$ cat src/rtl/rr_arb_pkg.sv
// Shared definitions for the 4-way round-robin arbiter.
package rr_arb_pkg;

   localparam int unsigned N_REQ = 4;
   localparam int unsigned IDX_W = 2;

   typedef enum logic {
      IDLE  = 1'b0,
      GRANT = 1'b1
   } arb_state_e;

endpackage

$ cat src/rtl/rr_pick4.sv
// Combinational round-robin picker: first set request bit at or after ptr, wrapping.
module rr_pick4
   import rr_arb_pkg::*;
(
   input  logic [N_REQ-1:0] req,
   input  logic [IDX_W-1:0] ptr,
   output logic [IDX_W-1:0] idx,
   output logic             any
);

   // Scan from the far end back towards ptr so the nearest hit wins.
   always_comb begin
      idx = ptr;
      for (int i = N_REQ - 1; i >= 0; i--) begin
         if (req[ptr + IDX_W'(i)]) idx = ptr + IDX_W'(i);
      end
   end

   assign any = |req;

endmodule

$ cat src/rtl/rr_arb4.sv
// 4-way round-robin arbiter with done/drop release and a hold-time limit that
// preempts the owner when another requester is waiting. All outputs registered.
module rr_arb4
   import rr_arb_pkg::*;
#(
   parameter int unsigned MAX_HOLD = 8
) (
   input  logic             clk,
   input  logic             rst,
   input  logic [N_REQ-1:0] req,
   input  logic             done,
   output logic [IDX_W-1:0] gnt_idx,
   output logic             gnt_valid,
   output logic             preempt
);

   localparam int unsigned HOLD_W = 8;
   localparam logic [HOLD_W-1:0] HOLD_LAST = HOLD_W'(MAX_HOLD - 1);

   arb_state_e        state_q, state_d;
   logic [IDX_W-1:0]  ptr_q, ptr_d;
   logic [IDX_W-1:0]  idx_q, idx_d;
   logic [HOLD_W-1:0] hold_q, hold_d;
   logic              valid_q, valid_d;
   logic              preempt_q, preempt_d;

   logic [IDX_W-1:0]  pick_idx;
   logic              pick_any;
   logic [N_REQ-1:0]  owner_mask;
   logic              others;
   logic              timeout;
   logic              rel;

   rr_pick4 u_pick (
      .req (req),
      .ptr (ptr_q),
      .idx (pick_idx),
      .any (pick_any)
   );

   always_comb begin
      state_d    = state_q;
      ptr_d      = ptr_q;
      idx_d      = idx_q;
      hold_d     = hold_q;
      valid_d    = valid_q;
      preempt_d  = 1'b0;
      owner_mask = N_REQ'(1) << idx_q;
      others     = |(req & ~owner_mask);
      timeout    = (hold_q == HOLD_LAST) && others;
      rel        = done || !req[idx_q] || timeout;

      unique case (state_q)
         IDLE: begin
            valid_d = 1'b0;
            if (pick_any) begin
               state_d = GRANT;
               valid_d = 1'b1;
               idx_d   = pick_idx;
               ptr_d   = pick_idx + 1'b1;
               hold_d  = '0;
            end
         end
         GRANT: begin
            if (rel) begin
               if (pick_any) begin
                  // ptr_q already points past the owner, so a lone owner regrants itself.
                  state_d   = GRANT;
                  valid_d   = 1'b1;
                  idx_d     = pick_idx;
                  ptr_d     = pick_idx + 1'b1;
                  hold_d    = '0;
                  preempt_d = timeout && !done && req[idx_q];
               end else begin
                  state_d = IDLE;
                  valid_d = 1'b0;
               end
            end else if (hold_q != HOLD_LAST) begin
               hold_d = hold_q + 1'b1;
            end
         end
         default: begin
            state_d = IDLE;
            valid_d = 1'b0;
         end
      endcase
   end

   always_ff @(posedge clk or posedge rst) begin
      if (rst) begin
         state_q   <= IDLE;
         ptr_q     <= '0;
         idx_q     <= '0;
         hold_q    <= '0;
         valid_q   <= 1'b0;
         preempt_q <= 1'b0;
      end else begin
         state_q   <= state_d;
         ptr_q     <= ptr_d;
         idx_q     <= idx_d;
         hold_q    <= hold_d;
         valid_q   <= valid_d;
         preempt_q <= preempt_d;
      end
   end

   assign gnt_idx   = idx_q;
   assign gnt_valid = valid_q;
   assign preempt   = preempt_q;

endmodule

$ cat config.mk
export PLATFORM = sky130hd
export DESIGN_NAME = rr_arb4
export DESIGN_NICKNAME = d
export VERILOG_FILES = /design/src/rtl/rr_arb_pkg.sv /design/src/rtl/rr_pick4.sv /design/src/rtl/rr_arb4.sv
export SDC_FILE = /design/constraint.sdc
export NUM_CORES = 1
export LEC_CHECK = 0
export ABC_AREA = 1
export CORE_MARGIN = 2
export CORE_UTILIZATION = 35
export DETAILED_ROUTE_END_ITERATION = 10
export PLACE_DENSITY = 0.66
export SYNTH_ARGS = -nofsm -noshare
export SYNTH_HDL_FRONTEND = slang
export SYNTH_HIERARCHICAL = 1
export SYNTH_SLANG_ARGS = --single-unit
$ cat constraint.sdc
create_clock -name clk -period 1.6 [get_ports clk]
set_clock_uncertainty 0.1 [all_clocks]
set_input_delay 0.48 -clock clk [delete_from_list [all_inputs] [get_ports clk]]
set_output_delay 0.48 -clock clk [all_outputs]
set_load 0.02 [all_outputs]
==> results of run 1 <==
-- tightest hold or removal path, delay by kind of cell --
kind | cells | cell delay, ns
buf+inv | 3 | 0.66
-- final cells by class --
type,instances,share of cell area
multi-input cells,129,0.457
inverters,25,0.0606
clock buffers,4,0.0161
repair buffers,39,0.202
well taps,44,0.0337
flip-flops and latches,15,0.231
-- state kept, by name, summed over array words and instances, names as in the netlist --
name       cells
preempt        1
gnt_idx        2
gnt_valid      1
ptr_q          2
state_q        1
hold_q         8
-- cells by family after synthesis --
group / after synthesis / synth area share
and+or+nand+nor: 111 / 0.456
xor gates and xnor gates: 4 / 0.0309
DFF: 15 / 0.331
buffers and inverters: 26 / 0.0970
adders and majority gates: 1 / 0.0110
AOI/OAI and AO/OA: 12 / 0.0739
-- cell usage in the layout (no fill, tap or decap), types with 2 or more instances in the layout --
cell	count
inv_1	15
o21ai_2	4
nor2_4	3
buf_6	2
inv_2	9
nand2_2	15
nand3_2	6
a21oi_1	2
nand3_1	20
xor2_1	3
buf_4	26
clkbuf_4	3
nor2_1	6
o21ai_4	2
clkdlybuf4s15_1	2
nand2_1	54
nand2_4	2
dlygate4sd2_1	5
o21ai_1	2
dfrtp_1	14
-- worst paths after layout --
check | cells past startpoint | slack, ns | end | from
worst max-delay path | 10 | -0.007 | hold_q[4]$_DFFE_PP0P_ | hold_q[1]$_DFFE_PP0P_
worst min-delay path | 3 | 0.38 | hold_q[2]$_DFFE_PP0P_ | rst
worst max register to register | 10 | -0.007 | hold_q[4]$_DFFE_PP0P_ | hold_q[1]$_DFFE_PP0P_
worst min register to register | 2 | 0.38 | hold_q[5]$_DFFE_PP0P_ | state_q$_DFF_PP0_
max in group asynchronous | 3 | 0.83 | ptr_q[0]$_DFFE_PP0P_ | rst
min in group clk | 2 | 0.38 | hold_q[5]$_DFFE_PP0P_ | state_q$_DFF_PP0_
-- synth_stat cells (2+ instances only) --
| cell type | instances |
|---|---|
| nand2_1 | 63 |
| inv_2 | 7 |
| or2_2 | 2 |
| nor2_4 | 2 |
| o21ai_0 | 3 |
| nor2_1 | 6 |
| dfrtp_1 | 15 |
| inv_1 | 17 |
| xor2_1 | 3 |
| a21oi_1 | 2 |
| nand3_1 | 26 |
| o21ai_2 | 3 |
| nand2_2 | 6 |
| o21ai_1 | 2 |
-- report_power, final --
group          switching (uW)  internal (uW)
Clock                     130           97.1
Sequential               90.1            472
Combinational             927            788
-- repair_timing --
action | 4_1_cts | 5_1_grt
hold endpoints to repair | 0 | 0
setup buffers | 1 | 5
setup endpoints to repair | 19 | 17
cloned | 1 | 0
resized for setup | 16 | 29
pin swaps | 5 | 10
hold buffers | 0 | 0
-- stage by stage --
| step | TNS [ns] | total power (uW) |
|---|---|---|
| 2_1_floorplan | 0 | 1550 |
| 3_3_place_gp | -6.37 | 1950 |
| 3_5_place_dp | -6.36 | 1960 |
| 4_1_cts | -0.0531 | 2270 |
| 5_1_grt | -0.856 | 2730 |
| 6_report | -0.00945 | 2500 |
-- routing by layer --
| metal | global-route usage | routed length (microns) | vias up |
|---|---|---|---|
| li1 | - | - | 619 |
| met1 | 0.209 | 1290 | 514 |
| met5 | 0 | 0 | - |
| met3 | 0.0384 | 94 | 4 |
| met4 | 0.0466 | 28 | 0 |
| met2 | 0.229 | 1170 | 18 |
==> results by group, run 1 <==
Worst setup path
  • Crit path max-delay family: simple AND/OR/NAND/NOR gates
  • Top cell by count, worst path: inv_2
  • CP max stage delay: 0.36 ns
  • Slowest CP cell: dfrtp_1
  • Critical path arrival: 1.70 ns
  • Setup CP Type: reg -> reg
  • Cell Chain, Critical Path: ha_2 -> nand2_2 -> inv_2 -> nand3_2 -> nor2_4 -> o21ai_4 -> nand2_4 -> inv_2 -> a21oi_1 -> nor2_1
  • CP Launch Type: flop
  • CP bufs+invs: 2
  • Worst Path Required: 1.69 ns
  • CP Capture Type: flop
  • Worst-path fanout max: 8

Outcome
  • Failing checks: setup timing
  • Outcome: finished with violations

Placed design
  • I/O Buffers: 10
  • Placer congestion estimate: 0.765
  • DPL Wire Length: 1840 microns
  • Dpl cells: 245
  • Placed cell areas: 1450 sq um
  • Post-placement setup slack: -0.512 ns

Clock tree
  • TritonCTS Buffers: 3
  • H-Tree Depth: 1
  • Clk pin slew, worst setup/hold paths: 0.09 ns
  • Root Buffer: clkbuf_4
  • CTS tree: built
  • Clock sink count: 15
  • Clk_lat worst skew: 0.29 ns
  • CTS Buffer Depth: 2

Routing
  • Post-DRT Antenna Nets: 0
  • DRC: 0
  • Via density per instance: 4.51
  • DR pass1 iterations: 4
  • Initial DRC count: 42
  • Drt total wl: 2590 microns
  • Vias: 1155
  • Wire per inst: 10.1 microns

Timing
  • Worst slew pin tran: 0.230 ns
  • Fin crit period: 1.61 ns
  • RSZ-0062 raised after global routing: yes
  • Max Fclk: 622 MHz
  • Slew margin rel.: 0.847
  • Final setup fails: 2
  • Final Slew Violations: 0
  • Final worst slack: -0.00730 ns
  • Post-route clock period utilization: 1.00
  • Hold Vio Cnt, Final: 0
  • Hold slack final: 0.378 ns

Synthesis
  • Mapped Area: 1130 sq um
  • Post-synth cell types: 26
  • Post-synth top area share: 0.331
  • Cell taking the most area after synthesis: dfrtp_1
  • Post-synth EDFFs: 0
  • Synth Register Bits: 15
  • Syn Inst Count: 169
  • Synth area leaders: dfrtp_1, nand2_1, nand3_1
  • YS warnings: 6
  • Synth Area per Inst: 6.72 sq um
  • Syn Nets: 177
  • Synth Flop Type: dfrtp_1
  • Async set-reset flop share out of synthesis: 1.00
  • Sequential cell area fraction in the yosys report: 0.331

Global route
  • GRT Total Usage: 0.150
  • First-pass GRT wire length: 4100 microns
  • Number of global-route vias before repair: 975
  • Largest net degree at the start of global routing: 16
  • Gr ovfl total: 0
  • Antenna violations before repair: 0

Floorplanning
  • Die Wd: 60.9 microns
  • Starting Density: 0.369
  • Core Region: 3080 sq um
  • Num ports: 11
  • Die ar.: 3710 sq um
  • Die height: 60.9 microns
  • Rows: 20

Layout
  • Ant. Diodes: 0
  • Seq. cell area: 377 sq um
  • Nets: 221
  • Fillers: 306
  • Multi-input logic area: 746 sq um
  • Final Util: 0.530
  • Layout cells sized above 1: 0.382
  • P&R area growth vs syn: 43.8%
  • Non-Filler Instances: 256
  • Final Instance Area: 1630 sq um

Power and ir drop
  • PD cells: 1530 nW/um^2
  • Max VDD drop: 0.000621 V
  • Leakage power: 0.000857 uW

Hold path
  • HP Class: in -> async

Flow run
  • Max-cap violations: 0
Power figures use the tool's default switching activity.
==> run 2: changes to the inputs <==
--- a/config.mk
+++ b/config.mk
@@ -8,8 +8,9 @@
 export ABC_AREA = 1
 export CORE_MARGIN = 2
 export CORE_UTILIZATION = 35
+export CTS_CLUSTER_SIZE = 12
 export DETAILED_ROUTE_END_ITERATION = 10
-export PLACE_DENSITY = 0.66
+export PLACE_DENSITY = 0.64
 export SYNTH_ARGS = -nofsm -noshare
 export SYNTH_HDL_FRONTEND = slang
 export SYNTH_HIERARCHICAL = 1
==> constraint.sdc (replaced) <==
create_clock -name clk -period 2.04 [get_ports clk]
set_clock_uncertainty 0.1 [all_clocks]
set_input_delay 0.612 -clock clk [delete_from_list [all_inputs] [get_ports clk]]
set_output_delay 0.612 -clock clk [all_outputs]
set_load 0.02 [all_outputs]
==> results by group, run 2 (same netlist as run 1, synthesis figures left out) <==
Clock tree
  • Root Buffer: clkbuf_4
  • Clk pin slew, worst setup/hold paths: 0.09 ns
  • CTS Buffer Depth: 2
  • CTS tree: built
  • H-Tree Depth: 1
  • Clk_lat worst skew: 0.29 ns
  • Clock sink count: 15
  • TritonCTS Buffers: 3

Hold path
  • Hold endpoint: hold_q[5]$_DFFE_PP0P_
  • Hold wc startpoint: state_q$_DFF_PP0_
  • Hold Path Stages: 2
  • HP Class: reg -> reg

Worst setup path
  • Setup CP Type: reg -> out
  • CP bufs+invs: 1
  • Worst-path fanout max: 2
  • CP Capture Type: output pin
  • Cells on worst reg2reg path: 9
  • Crit path max-delay family: buffers and inverters
  • FF-to-FF setup slack: 0.28 ns
  • CP Launch Type: flop
  • Critical path arrival: 1.25 ns
  • Worst Path Required: 1.33 ns
  • CP max stage delay: 0.60 ns
  • Reg-to-Reg End: ptr_q[1]$_DFFE_PP0P_
  • Slowest CP cell: clkdlybuf4s50_1
  • Cell Chain, Critical Path: clkdlybuf4s50_1
  • FF-to-FF Start: ptr_q[0]$_DFFE_PP0P_

Outcome
  • Outcome: complete, no violations

Routing
  • Wire per inst: 10.6 microns
  • Initial DRC count: 57
  • DR pass1 iterations: 4
  • DRC: 0
  • Via density per instance: 4.73
  • Vias: 1120
  • Post-DRT Antenna Nets: 0
  • Drt total wl: 2520 microns

Power and ir drop
  • Leakage power: 0.000739 uW
  • Total power: 1710 uW
  • PD cells: 1220 nW/um^2
  • Max VDD drop: 0.000392 V

Global route
  • Antenna violations before repair: 0
  • Gr ovfl total: 0
  • Largest net degree at the start of global routing: 16
  • GRT Total Usage: 0.158
  • Number of global-route vias before repair: 1034
  • First-pass GRT wire length: 4390 microns

Timing
  • Max Fclk: 509 MHz
  • Final setup fails: 0
  • Worst slew pin tran: 0.409 ns
  • Hold Vio Cnt, Final: 0
  • Post-route clock period utilization: 0.964
  • Final setup TNS: 0 ns
  • Fin crit period: 1.97 ns
  • Hold slack final: 0.387 ns
  • Final Slew Violations: 0
  • RSZ-0062 raised after global routing: no
  • Slew margin rel.: 0.727

Layout
  • Ant. Diodes: 0
  • Layout cells sized above 1: 0.218
  • Non-Filler Instances: 237
  • Nets: 202
  • Largest Register: hold_q
  • Most frequent cells in the layout: nand2_1, nand3_1, inv_1
  • P&R area growth vs syn: 23.6%
  • Most common cell after layout, fill and taps aside: nand2_1
  • Largest register FFs: 8

Floorplanning
  • Die ar.: 3710 sq um
  • Num ports: 11
  • Die Wd: 60.9 microns
  • Rows: 20
  • Starting Density: 0.369
  • Die height: 60.9 microns
  • Core Region: 3080 sq um

Placed design
  • Placer congestion estimate: 0.862
  • I/O Buffers: 10
  • DPL Wire Length: 1950 microns
  • Dpl cells: 233

Flow run
  • Max-cap violations: 0
==> run 2: what timing repair did <==
action | 4_1_cts | 5_1_grt
buffers inserted | 0 | 0
pin swaps | 0 | 0
resized for setup | 1 | 4
endpoints found under the hold margin | 0 | 0
endpoints found under the setup margin | 1 | 3
hold buffers | 0 | 0
==> run 2: how the worst max path moves through the flow <==
stage	from	to	slack [ns]	cells past startpoint
floorplan	req[1]	ptr_q[1]$_DFFE_PP0P_	0.37	12
global placement	req[1]	ptr_q[1]$_DFFE_PP0P_	-0.18	12
detailed placement	req[1]	ptr_q[1]$_DFFE_PP0P_	-0.24	12
CTS	gnt_valid$_DFFE_PP0P_	gnt_valid	0.03	1
global route	gnt_idx[0]$_DFFE_PP0P_	gnt_idx[0]	0.004	1
finish	gnt_idx[0]$_DFFE_PP0P_	gnt_idx[0]	0.07	1
==> run 2: layout make-up <==
| class | instances | area (sq um) |
|---|---|---|
| tap | 44 | 55.1 |
| multi-input combinational | 128 | 663 |
| inverter | 25 | 98.8 |
| timing repair buffer | 21 | 184 |
| clock buffer | 4 | 26.3 |
| sequential | 15 | 375 |
| fill | 331 | 1680 |
==> run 2: through the flow <==
| stage | area, sq um | utilization | worst slack (ns) |
|---|---|---|---|
| 5_1_grt | 1400 | 0.456 | 0.00373 |
| 2_1_floorplan | 1130 | - | 0.372 |
| 6_report | 1400 | 0.456 | 0.0740 |
| 3_3_place_gp | 1360 | 0.442 | -0.184 |
| 4_1_cts | 1390 | 0.450 | 0.0264 |
| 3_5_place_dp | 1360 | 0.442 | -0.239 |
==> run 2: metal layers <==
metal,track usage,up-vias,part of all wire
met1,0.210,502,0.47
met3,0.0384,5,0.048
met5,0,-,0
met2,0.255,31,0.46
li1,-,582,-
met4,0.0466,0,0.016
==> run 2: where the power goes <==
part	leakage, uW	internal [uW]	total, uW	switching [uW]
clock	0.0000150	76.2	177	100
sequential	0.000192	367	473	106
combinational	0.000532	446	1060	615
total	0.000739	889	1710	822
==> run 3: changes to the inputs <==
--- a/config.mk
+++ b/config.mk
@@ -7,10 +7,10 @@
 export LEC_CHECK = 0
 export ABC_AREA = 1
 export CORE_MARGIN = 2
-export CORE_UTILIZATION = 35
+export CORE_UTILIZATION = 50
 export CTS_CLUSTER_SIZE = 12
 export DETAILED_ROUTE_END_ITERATION = 10
-export PLACE_DENSITY = 0.64
+export PLACE_DENSITY = 0.85
 export SYNTH_ARGS = -nofsm -noshare
 export SYNTH_HDL_FRONTEND = slang
 export SYNTH_HIERARCHICAL = 1
==> constraint.sdc (replaced) <==
create_clock -name clk -period 1.6 [get_ports clk]
set_clock_uncertainty 0.1 [all_clocks]
set_input_delay 0.48 -clock clk [delete_from_list [all_inputs] [get_ports clk]]
set_output_delay 0.48 -clock clk [all_outputs]
set_load 0.02 [all_outputs]
==> results by group, run 3 (same netlist as run 1, synthesis figures left out) <==
Timing
  • Max Fclk: 542 MHz
  • Fin crit period: 1.85 ns
  • Post-route clock period utilization: 1.15
  • Slew margin rel.: 0.848
  • RSZ-0062 raised after global routing: yes
  • Hold Vio Cnt, Final: 0
  • Final Slew Violations: 0
  • Worst slew pin tran: 0.226 ns
  • Final worst slack: -0.246 ns
  • Final setup fails: 12

Outcome
  • Outcome: finished with violations
  • Failing checks: setup timing

Layout
  • Largest Register: hold_q
  • Ant. Diodes: 0
  • Layout cells sized above 1: 0.472
  • Most frequent cells in the layout: nand2_1, buf_4, nand2_2
  • Most common cell after layout, fill and taps aside: nand2_1
  • Non-Filler Instances: 240
  • P&R area growth vs syn: 51.0%
  • Final Instance Area: 1710 sq um
  • Nets: 221
  • Largest register FFs: 8

Placed design
  • DPL Wire Length: 2200 microns
  • Placed cell areas: 1390 sq um
  • Placer congestion estimate: 0.838
  • Dpl cells: 224
  • I/O Buffers: 10

Routing
  • Via density per instance: 5.85
  • Vias: 1404
  • Wire per inst: 16.8 microns
  • Initial DRC count: 87
  • Drt total wl: 4020 microns
  • Post-DRT Antenna Nets: 0
  • DR pass1 iterations: 6
  • DRC: 0

Clock tree
  • Clk pin slew, worst setup/hold paths: 0.10 ns
  • H-Tree Depth: 1
  • CTS tree: built
  • Root Buffer: clkbuf_4
  • TritonCTS Buffers: 3
  • Clk_lat worst skew: 0.30 ns
  • Clock sink count: 15
  • CTS Buffer Depth: 2

Worst setup path
  • Critical path arrival: 1.92 ns
  • CP Launch Type: flop
  • Worst-path fanout max: 4
  • CP Capture Type: flop
  • Worst Path Required: 1.68 ns
  • Setup CP Type: reg -> reg

Power and ir drop
  • Comb pwr share: 0.714
  • Reg power frac: 0.207
  • Internal Power: 1430 uW
  • Power share of the clock group: 0.080
  • Switching Fraction: 0.508
  • PD cells: 1690 nW/um^2
  • Max VDD drop: 0.00130 V
  • Leakage power: 0.000868 uW
  • Switch Pwr: 1480 uW

Floorplanning
  • Starting Density: 0.523
  • Die height: 51.6 microns
  • Die ar.: 2670 sq um
  • Core Region: 2170 sq um
  • Num ports: 11
  • Rows: 17
  • Die Wd: 51.6 microns

Global route
  • GRT Total Usage: 0.275
  • First-pass GRT wire length: 5510 microns
  • Antenna violations before repair: 0
  • Number of global-route vias before repair: 1322
  • Largest net degree at the start of global routing: 16
  • Gr ovfl total: 0

Hold path
  • HP Class: in -> async

Flow run
  • Max-cap violations: 0
## run 3: metrics by stage
stage / TNS [ns] / util / total power, uW / setup slack (ns) / hold WS (ns)
floorplan: 0 / - / 1550 / 0.0612 / 0.281
global placement: -5.72 / 0.642 / 1900 / -0.476 / 0.356
detailed placement: -6.61 / 0.642 / 2020 / -0.614 / 0.362
CTS: -0.112 / 0.725 / 2530 / -0.0734 / 0.383
global route: -1.90 / 0.790 / 3060 / -0.316 / 0.413
finish: -1.22 / 0.790 / 2900 / -0.246 / 0.375
## run 3: metal layers
| layer | wire length [microns] | GRT usage | vias up |
|---|---|---|---|
| li1 | - | - | 618 |
| met1 | 1540 | 0.335 | 649 |
| met2 | 1960 | 0.481 | 108 |
| met3 | 312 | 0.0287 | 29 |
| met4 | 202 | 0.140 | 0 |
| met5 | 0 | 0 | - |
## run 3: cell type report
cell class | instances | area, sq um
Multi-Input combinational cell | 129 | 830
Fill cell | 134 | 455
Sequential cell | 15 | 379
Timing Repair Buffer | 39 | 342
Inverter | 25 | 101
Tap cell | 28 | 35.0
Clock buffer | 3 | 22.5
Clock inverter | 1 | 5.00
## run 3: power groups by stage
| stage | clock, uW | combinational [uW] | sequential, uW |
|---|---|---|---|
| after global routing | 246 | 2210 | 606 |
| after floorplan | 0 | 936 | 609 |
| after CTS | 225 | 1720 | 580 |
| after global placement | 0 | 1310 | 587 |
| final | 231 | 2070 | 600 |
| after detailed placement | 0 | 1420 | 599 |
## run 3: final timing paths
check                                           from                      to  slack (ns)  cells after the start
worst max-delay path            ptr_q[0]$_DFFE_PP0P_    ptr_q[1]$_DFFE_PP0P_       -0.25                     10
worst min-delay path                             rst   hold_q[2]$_DFFE_PP0P_        0.37                      3
min in group clk                   state_q$_DFF_PP0_   hold_q[5]$_DFFE_PP0P_        0.39                      2
max in group asynchronous                        rst  gnt_idx[0]$_DFFE_PP0P_        0.82                      3
worst max register to register  ptr_q[0]$_DFFE_PP0P_    ptr_q[1]$_DFFE_PP0P_       -0.25                     10
worst min register to register     state_q$_DFF_PP0_   hold_q[5]$_DFFE_PP0P_        0.39                      2
## run 3: worst max-delay path, stage by stage, from the launching register on
cell and delay, ns:
dfrtp_2 0.48, buf_12 0.15, nand2_1 0.06, nand2_2 0.07
buf_4 0.14, a21oi_1 0.14, nand2_1 0.07, nand3_1 0.13
nand2_2 0.10, xnor2_2 0.21, o21ai_2 0.10
## run 3: repair_timing
item | in CTS | in global routing
pin swaps | 17 | 19
endpoints found under the setup margin | 18 | 17
buffers inserted | 8 | 3
gates cloned | 1 | 0
hold buffers | 0 | 0
gates resized for setup | 36 | 33
